## config.mk

```make
export PLATFORM = sky130hd
export DESIGN_NAME = forwarding_hazard_unit
export DESIGN_NICKNAME = d
export VERILOG_FILES = /design/src/rtl/fwd_pkg.sv /design/src/rtl/fwd_select.sv /design/src/rtl/forwarding_hazard_unit.sv
export SDC_FILE = /design/constraint.sdc
export NUM_CORES = 1
export LEC_CHECK = 0
export ABC_AREA = 1
export CAP_MARGIN = 40
export CORE_AREA = 5 5 73 75
export DETAILED_ROUTE_END_ITERATION = 12
export DIE_AREA = 0 0 78 80
export PLACE_DENSITY = 0.69
export SYNTH_ARGS = -nofsm -noshare
export SYNTH_HDL_FRONTEND = slang
export SYNTH_SLANG_ARGS = --single-unit
export TNS_END_PERCENT = 50
```

## constraint.sdc

```tcl
create_clock -name clk -period 1.5 [get_ports clk]
set_clock_uncertainty 0.1 [all_clocks]
set_input_delay 0.3 -clock clk [delete_from_list [all_inputs] [get_ports clk]]
set_output_delay 0.3 -clock clk [all_outputs]
set_load 0.02 [all_outputs]
```

## src/rtl/fwd_pkg.sv

```systemverilog
// Shared constants and types for the forwarding/hazard unit.
// Operand select encodings and the multiply-stall FSM state type.
package fwd_pkg;

  localparam logic [1:0] FWD_REG = 2'b00;
  localparam logic [1:0] FWD_WB  = 2'b01;
  localparam logic [1:0] FWD_ALU = 2'b10;

  typedef enum logic {
    IDLE      = 1'b0,
    MULT_WAIT = 1'b1
  } state_t;

endpackage

```

## src/rtl/fwd_select.sv

```systemverilog
// Single-operand forwarding select: EX/MEM wins over MEM/WB, and register 0
// is never forwarded.
module fwd_select
  import fwd_pkg::*;
#(
  parameter int REG_AW = 5
) (
  input  logic [REG_AW-1:0] src,
  input  logic [REG_AW-1:0] ex_mem_rd,
  input  logic              ex_mem_reg_write,
  input  logic [REG_AW-1:0] mem_wb_rd,
  input  logic              mem_wb_reg_write,
  output logic [1:0]        sel
);

  logic ex_mem_hit;
  logic mem_wb_hit;

  assign ex_mem_hit = ex_mem_reg_write && (ex_mem_rd != '0) && (ex_mem_rd == src);
  assign mem_wb_hit = mem_wb_reg_write && (mem_wb_rd != '0) && (mem_wb_rd == src);

  always_comb begin
    sel = FWD_REG;
    if (ex_mem_hit)      sel = FWD_ALU;
    else if (mem_wb_hit) sel = FWD_WB;
  end

endmodule

```

## src/rtl/forwarding_hazard_unit.sv

```systemverilog
// Operand forwarding plus load-use / 2-cycle-multiply stall control.
// state     | meaning
// IDLE      | normal issue; a multiply in EX triggers a one-cycle stall
// MULT_WAIT | second multiply cycle; the held multiply is ignored here
module forwarding_hazard_unit
  import fwd_pkg::*;
#(
  parameter int REG_AW = 5,
  parameter int CNT_W  = 16
) (
  input  logic              clk,
  input  logic              arst_n,
  input  logic [REG_AW-1:0] id_ex_rs1,
  input  logic [REG_AW-1:0] id_ex_rs2,
  input  logic [REG_AW-1:0] id_ex_rd,
  input  logic              id_ex_mem_read,
  input  logic              id_ex_is_mult,
  input  logic [REG_AW-1:0] if_id_rs1,
  input  logic [REG_AW-1:0] if_id_rs2,
  input  logic [REG_AW-1:0] ex_mem_rd,
  input  logic              ex_mem_reg_write,
  input  logic [REG_AW-1:0] mem_wb_rd,
  input  logic              mem_wb_reg_write,
  output logic [1:0]        fwd_a,
  output logic [1:0]        fwd_b,
  output logic              pc_write_en,
  output logic              if_id_write_en,
  output logic              id_ex_write_en,
  output logic              id_ex_flush,
  output logic              ex_mem_flush,
  output logic              mult_busy,
  output logic [CNT_W-1:0]  stall_count
);

  state_t state;
  state_t state_next;
  logic   mult_stall;
  logic   load_use;

  fwd_select #(.REG_AW(REG_AW)) u_sel_a (
    .src              (id_ex_rs1),
    .ex_mem_rd        (ex_mem_rd),
    .ex_mem_reg_write (ex_mem_reg_write),
    .mem_wb_rd        (mem_wb_rd),
    .mem_wb_reg_write (mem_wb_reg_write),
    .sel              (fwd_a)
  );

  fwd_select #(.REG_AW(REG_AW)) u_sel_b (
    .src              (id_ex_rs2),
    .ex_mem_rd        (ex_mem_rd),
    .ex_mem_reg_write (ex_mem_reg_write),
    .mem_wb_rd        (mem_wb_rd),
    .mem_wb_reg_write (mem_wb_reg_write),
    .sel              (fwd_b)
  );

  assign load_use = id_ex_mem_read && (id_ex_rd != '0) &&
                    ((id_ex_rd == if_id_rs1) || (id_ex_rd == if_id_rs2));

  always_ff @(posedge clk or negedge arst_n) begin
    if (!arst_n) state <= IDLE;
    else         state <= state_next;
  end

  always_comb begin
    state_next = IDLE;
    case (state)
      IDLE:      state_next = id_ex_is_mult ? MULT_WAIT : IDLE;
      MULT_WAIT: state_next = IDLE;
      default:   state_next = IDLE;
    endcase
  end

  // mult_stall is gated by reset so the pipeline runs freely while held in reset.
  always_comb begin
    mult_stall     = arst_n && (state == IDLE) && id_ex_is_mult;
    pc_write_en    = 1'b1;
    if_id_write_en = 1'b1;
    id_ex_write_en = 1'b1;
    id_ex_flush    = 1'b0;
    ex_mem_flush   = 1'b0;
    if (mult_stall) begin
      pc_write_en    = 1'b0;
      if_id_write_en = 1'b0;
      id_ex_write_en = 1'b0;
      ex_mem_flush   = 1'b1;
    end else if (load_use) begin
      pc_write_en    = 1'b0;
      if_id_write_en = 1'b0;
      id_ex_flush    = 1'b1;
    end
  end

  assign mult_busy = (state == MULT_WAIT);

  always_ff @(posedge clk or negedge arst_n) begin
    if (!arst_n) begin
      stall_count <= '0;
    end else if ((mult_stall || load_use) && (stall_count != '1)) begin
      stall_count <= stall_count + CNT_W'(1);
    end
  end

endmodule
```

==> flow_metrics.py <==
metrics = {
    "outcome": {
        "outcome": "complete, but fails checks",
        "failed_checks": "setup timing",
    },
    "finish": {
        "n_antenna_cell": 0,
        "layout-drive-gt1-share_pct": 46.0,
        "final_util_pct": 61.2,
        "nets": 384,
        "finalInstanceArea_um2": 2810,
        "syn_to_final_growth_pct": 82.7,
        "finalNonFillerCells": 395,
    },
    "route": {
        "drtPass1Iterations": 4,
        "num_vias": 1856,
        "finalWirelength_mm": 4.96,
        "first_iter_violations": 106,
        "viasPerCell": 4.70,
        "wire_per_inst_um": 12.6,
        "drc": 0,
        "drtAntennaViolNets": 0,
    },
    "critical_path": {
        "cp-start-kind": "flip-flop",
        "reg2reg_depth": 12,
        "cp_num_buf_inv": 2,
        "worstReg2RegStart": "stall_count[1]",
        "path_cells": "ha_4 > nand3_4 > nor2_4 > nand2_2 > nor2_4 > nand2_4 > buf_6 > nand2_2 > inv_2 > nand2_1 > nand2_1 > nand2_1",
        "crit_arrival_ps": 1660,
        "worst_setup_path_end_kind": "flip-flop",
        "crit_top_cell": "nand2_1",
        "r2r_setup_slack_ps": -100,
        "r2r-end": "stall_count[9]",
        "crit_fanout": 6,
        "crit_slowest_cell": "dfrtp_2",
        "path_class": "reg -> reg",
        "crit_family": "simple AND/OR/NAND/NOR gates",
        "cp.required_ps": 1560,
        "slowest_delay_ps": 430,
    },
    "synthesis": {
        "synth_cell_types": 22,
        "avgSynthCellArea_um2": 6.67,
        "synth_top_cells_by_count": "nand2_1, inv_1, nand3_1",
        "ys_ff_latch": 17,
        "synthArstFlopShare_pct": 100,
        "synth_largest_area_cell": "dfrtp_1",
        "synthesis.nets": 273,
        "synth_area_um2": 1540,
        "synth_enable_flop_cells": 0,
        "synth.most_common_cell": "nand2_1",
        "netlist_instances": 231,
        "ys_seq_area_share_pct": 27.6,
        "yosys_warnings": 0,
        "ys.flop_type": "dfrtp_1",
        "synthTopCellsByArea": "dfrtp_1, nand2_1, xnor2_1, xor2_1, nand3_1",
        "synth.top_cell.area_share_pct": 27.6,
    },
    "clock_tree": {
        "cts_buffer_depth": 2,
        "cts.sinks": 17,
        "clk_pin_slew_ps": 70,
        "htree_num_levels": 1,
        "cts_buffers": 3,
        "clock-root-buffer": "clkbuf_8",
        "cts_tree": "built",
        "clock_latency_ps": 260,
    },
    "grt": {
        "antenna_found_initial": 0,
        "grt_pass1_vias": 1876,
        "grt_use_total_pct": 15.8,
        "grt_max_degree": 20,
        "grt_pass1_wl_mm": 8.22,
        "grt.overflow.total": 0,
    },
    "die": {
        "placeableCoreArea_um2": 4600,
        "die-area_um2": 6240,
        "dieWidth_um": 78,
        "ioPinCount": 67,
        "die_h_um": 80,
        "rows": 25,
        "start_util_pct": 33.5,
    },
    "power": {
        "vdd_ir_drop_max_uv": 341,
        "cellPowerDensity_nw_per_um2": 625,
        "p_int_mw": 1.12,
        "pwr-share-clk_pct": 20.3,
        "report.power.total_mw": 1.76,
        "switching_share_pct": 36.4,
        "combPwrFrac_pct": 46.7,
        "p_seq_share_pct": 33.0,
        "switchingPower_mw": 0.640,
        "p_leak_nw": 1.50,
    },
    "sta": {
        "hold_violations": 0,
        "grt_setup_unrepaired": "yes",
        "worst_slew_pin_slew_ps": 305,
        "period_needed_ps": 1600,
        "slew_violations": 0,
        "setup_ws_ps": -104,
        "post-route-period-util_pct": 107,
        "maxSlewHeadroom_pct": 79.7,
        "fmax_ghz": 0.623,
        "setup_viol": 22,
    },
    "placement": {
        "dpl_cell_area_um2": 2560,
        "routabilityCongestion": 0.834,
        "dp_hpwl_mm": 3.61,
        "place_inst": 384,
        "io_buffers": 66,
    },
    "hold_path": {
        "hold_class": "in -> async",
    },
    "job": {
        "maxCapViolCount": 0,
    },
}
-- flip-flops by register name, summed over array words and instances (netlist names) --
signal	count
stall_count	16
mult_busy	1
-- what timing repair did --
action                     CTS  global route
setup buffers                4             2
cloned                       1             0
resized for setup          278            33
hold buffers                 0             0
setup endpoints to repair   42            26
pin swaps                   55            15
-- metal layers --
layer  GRT usage, %  vias up  part of all wire, %
met5              0        -                    0
met4           3.38        0                 0.93
met3           3.50        7                  7.0
met2           30.6       59                   53
met1           17.4      848                   39
li1               -      942                    -
-- through the flow --
stage	setup TNS (ps)	hold WS, ps	worst slack, ps
global placement	-17850	339	-931
finish	-1280	155	-104
detailed placement	-18880	341	-988
CTS	-1070	144	-107
global route	-2940	163	-178
floorplan	-1480	-95.6	-116
-- worst max-delay path by stage --
stage / start / endpoint / slack [ps] / cells past startpoint
after floorplan: stall_count[1] / stall_count[3] / -120 / 10
after global routing: stall_count[1] / stall_count[9] / -180 / 12
final: stall_count[1] / stall_count[9] / -100 / 12
after detailed placement: id_ex_rd[0] / id_ex_flush / -990 / 10
after CTS: stall_count[1] / stall_count[9] / -110 / 12
after global placement: mem_wb_rd[1] / fwd_a[0] / -930 / 6
-- power by group through the flow --
stage          clock network (mW)  registers [mW]  logic, mW
4_1_cts                     0.362           0.579      0.770
5_1_grt                     0.380           0.587      0.895
3_5_place_dp                    0           0.588      0.757
3_3_place_gp                    0           0.584      0.746
6_report                    0.358           0.580      0.822
2_1_floorplan                   0           0.662      0.263
-- area by class of cell --
type                            instances  area [um^2]
Multi-Input combinational cell        183         1210
Tap cell                               54         67.6
Fill cell                             403         1780
Sequential cell                        17          433
Inverter                               26          103
Clock buffer                            4         45.0
Timing Repair Buffer                  111          960
-- cell families after synthesis --
logic type / synth area share, %
AOI/OAI and AO/OA: 1.30
xor gates and xnor gates: 19.3
adders and majority gates: 0.812
buffers and inverters: 9.18
DFF: 27.6
and+or+nand+nor: 41.8
-- placed cells by master, fill, tap and decap left out, types with 3 or more instances in the layout --
cell,netlist,layout
nor2_2,1,4
inv_1,25,18
clkbuf_8,0,3
xnor2_2,0,7
nor3_1,4,3
buf_2,2,14
o21ai_1,0,3
nand4_1,4,4
nor2_4,2,4
buf_4,3,47
nor2_1,22,17
nand3_2,1,6
nand2_2,1,12
inv_2,1,6
nand2_1,77,62
dlygate4sd2_1,0,18
nand2_4,3,6
nand3_1,25,19
xor2_1,15,15
dfrtp_2,0,6
buf_8,0,3
xnor2_1,19,12
buf_6,1,26
dfrtp_1,17,11
Note: power is estimated with default switching activity, not from simulation.
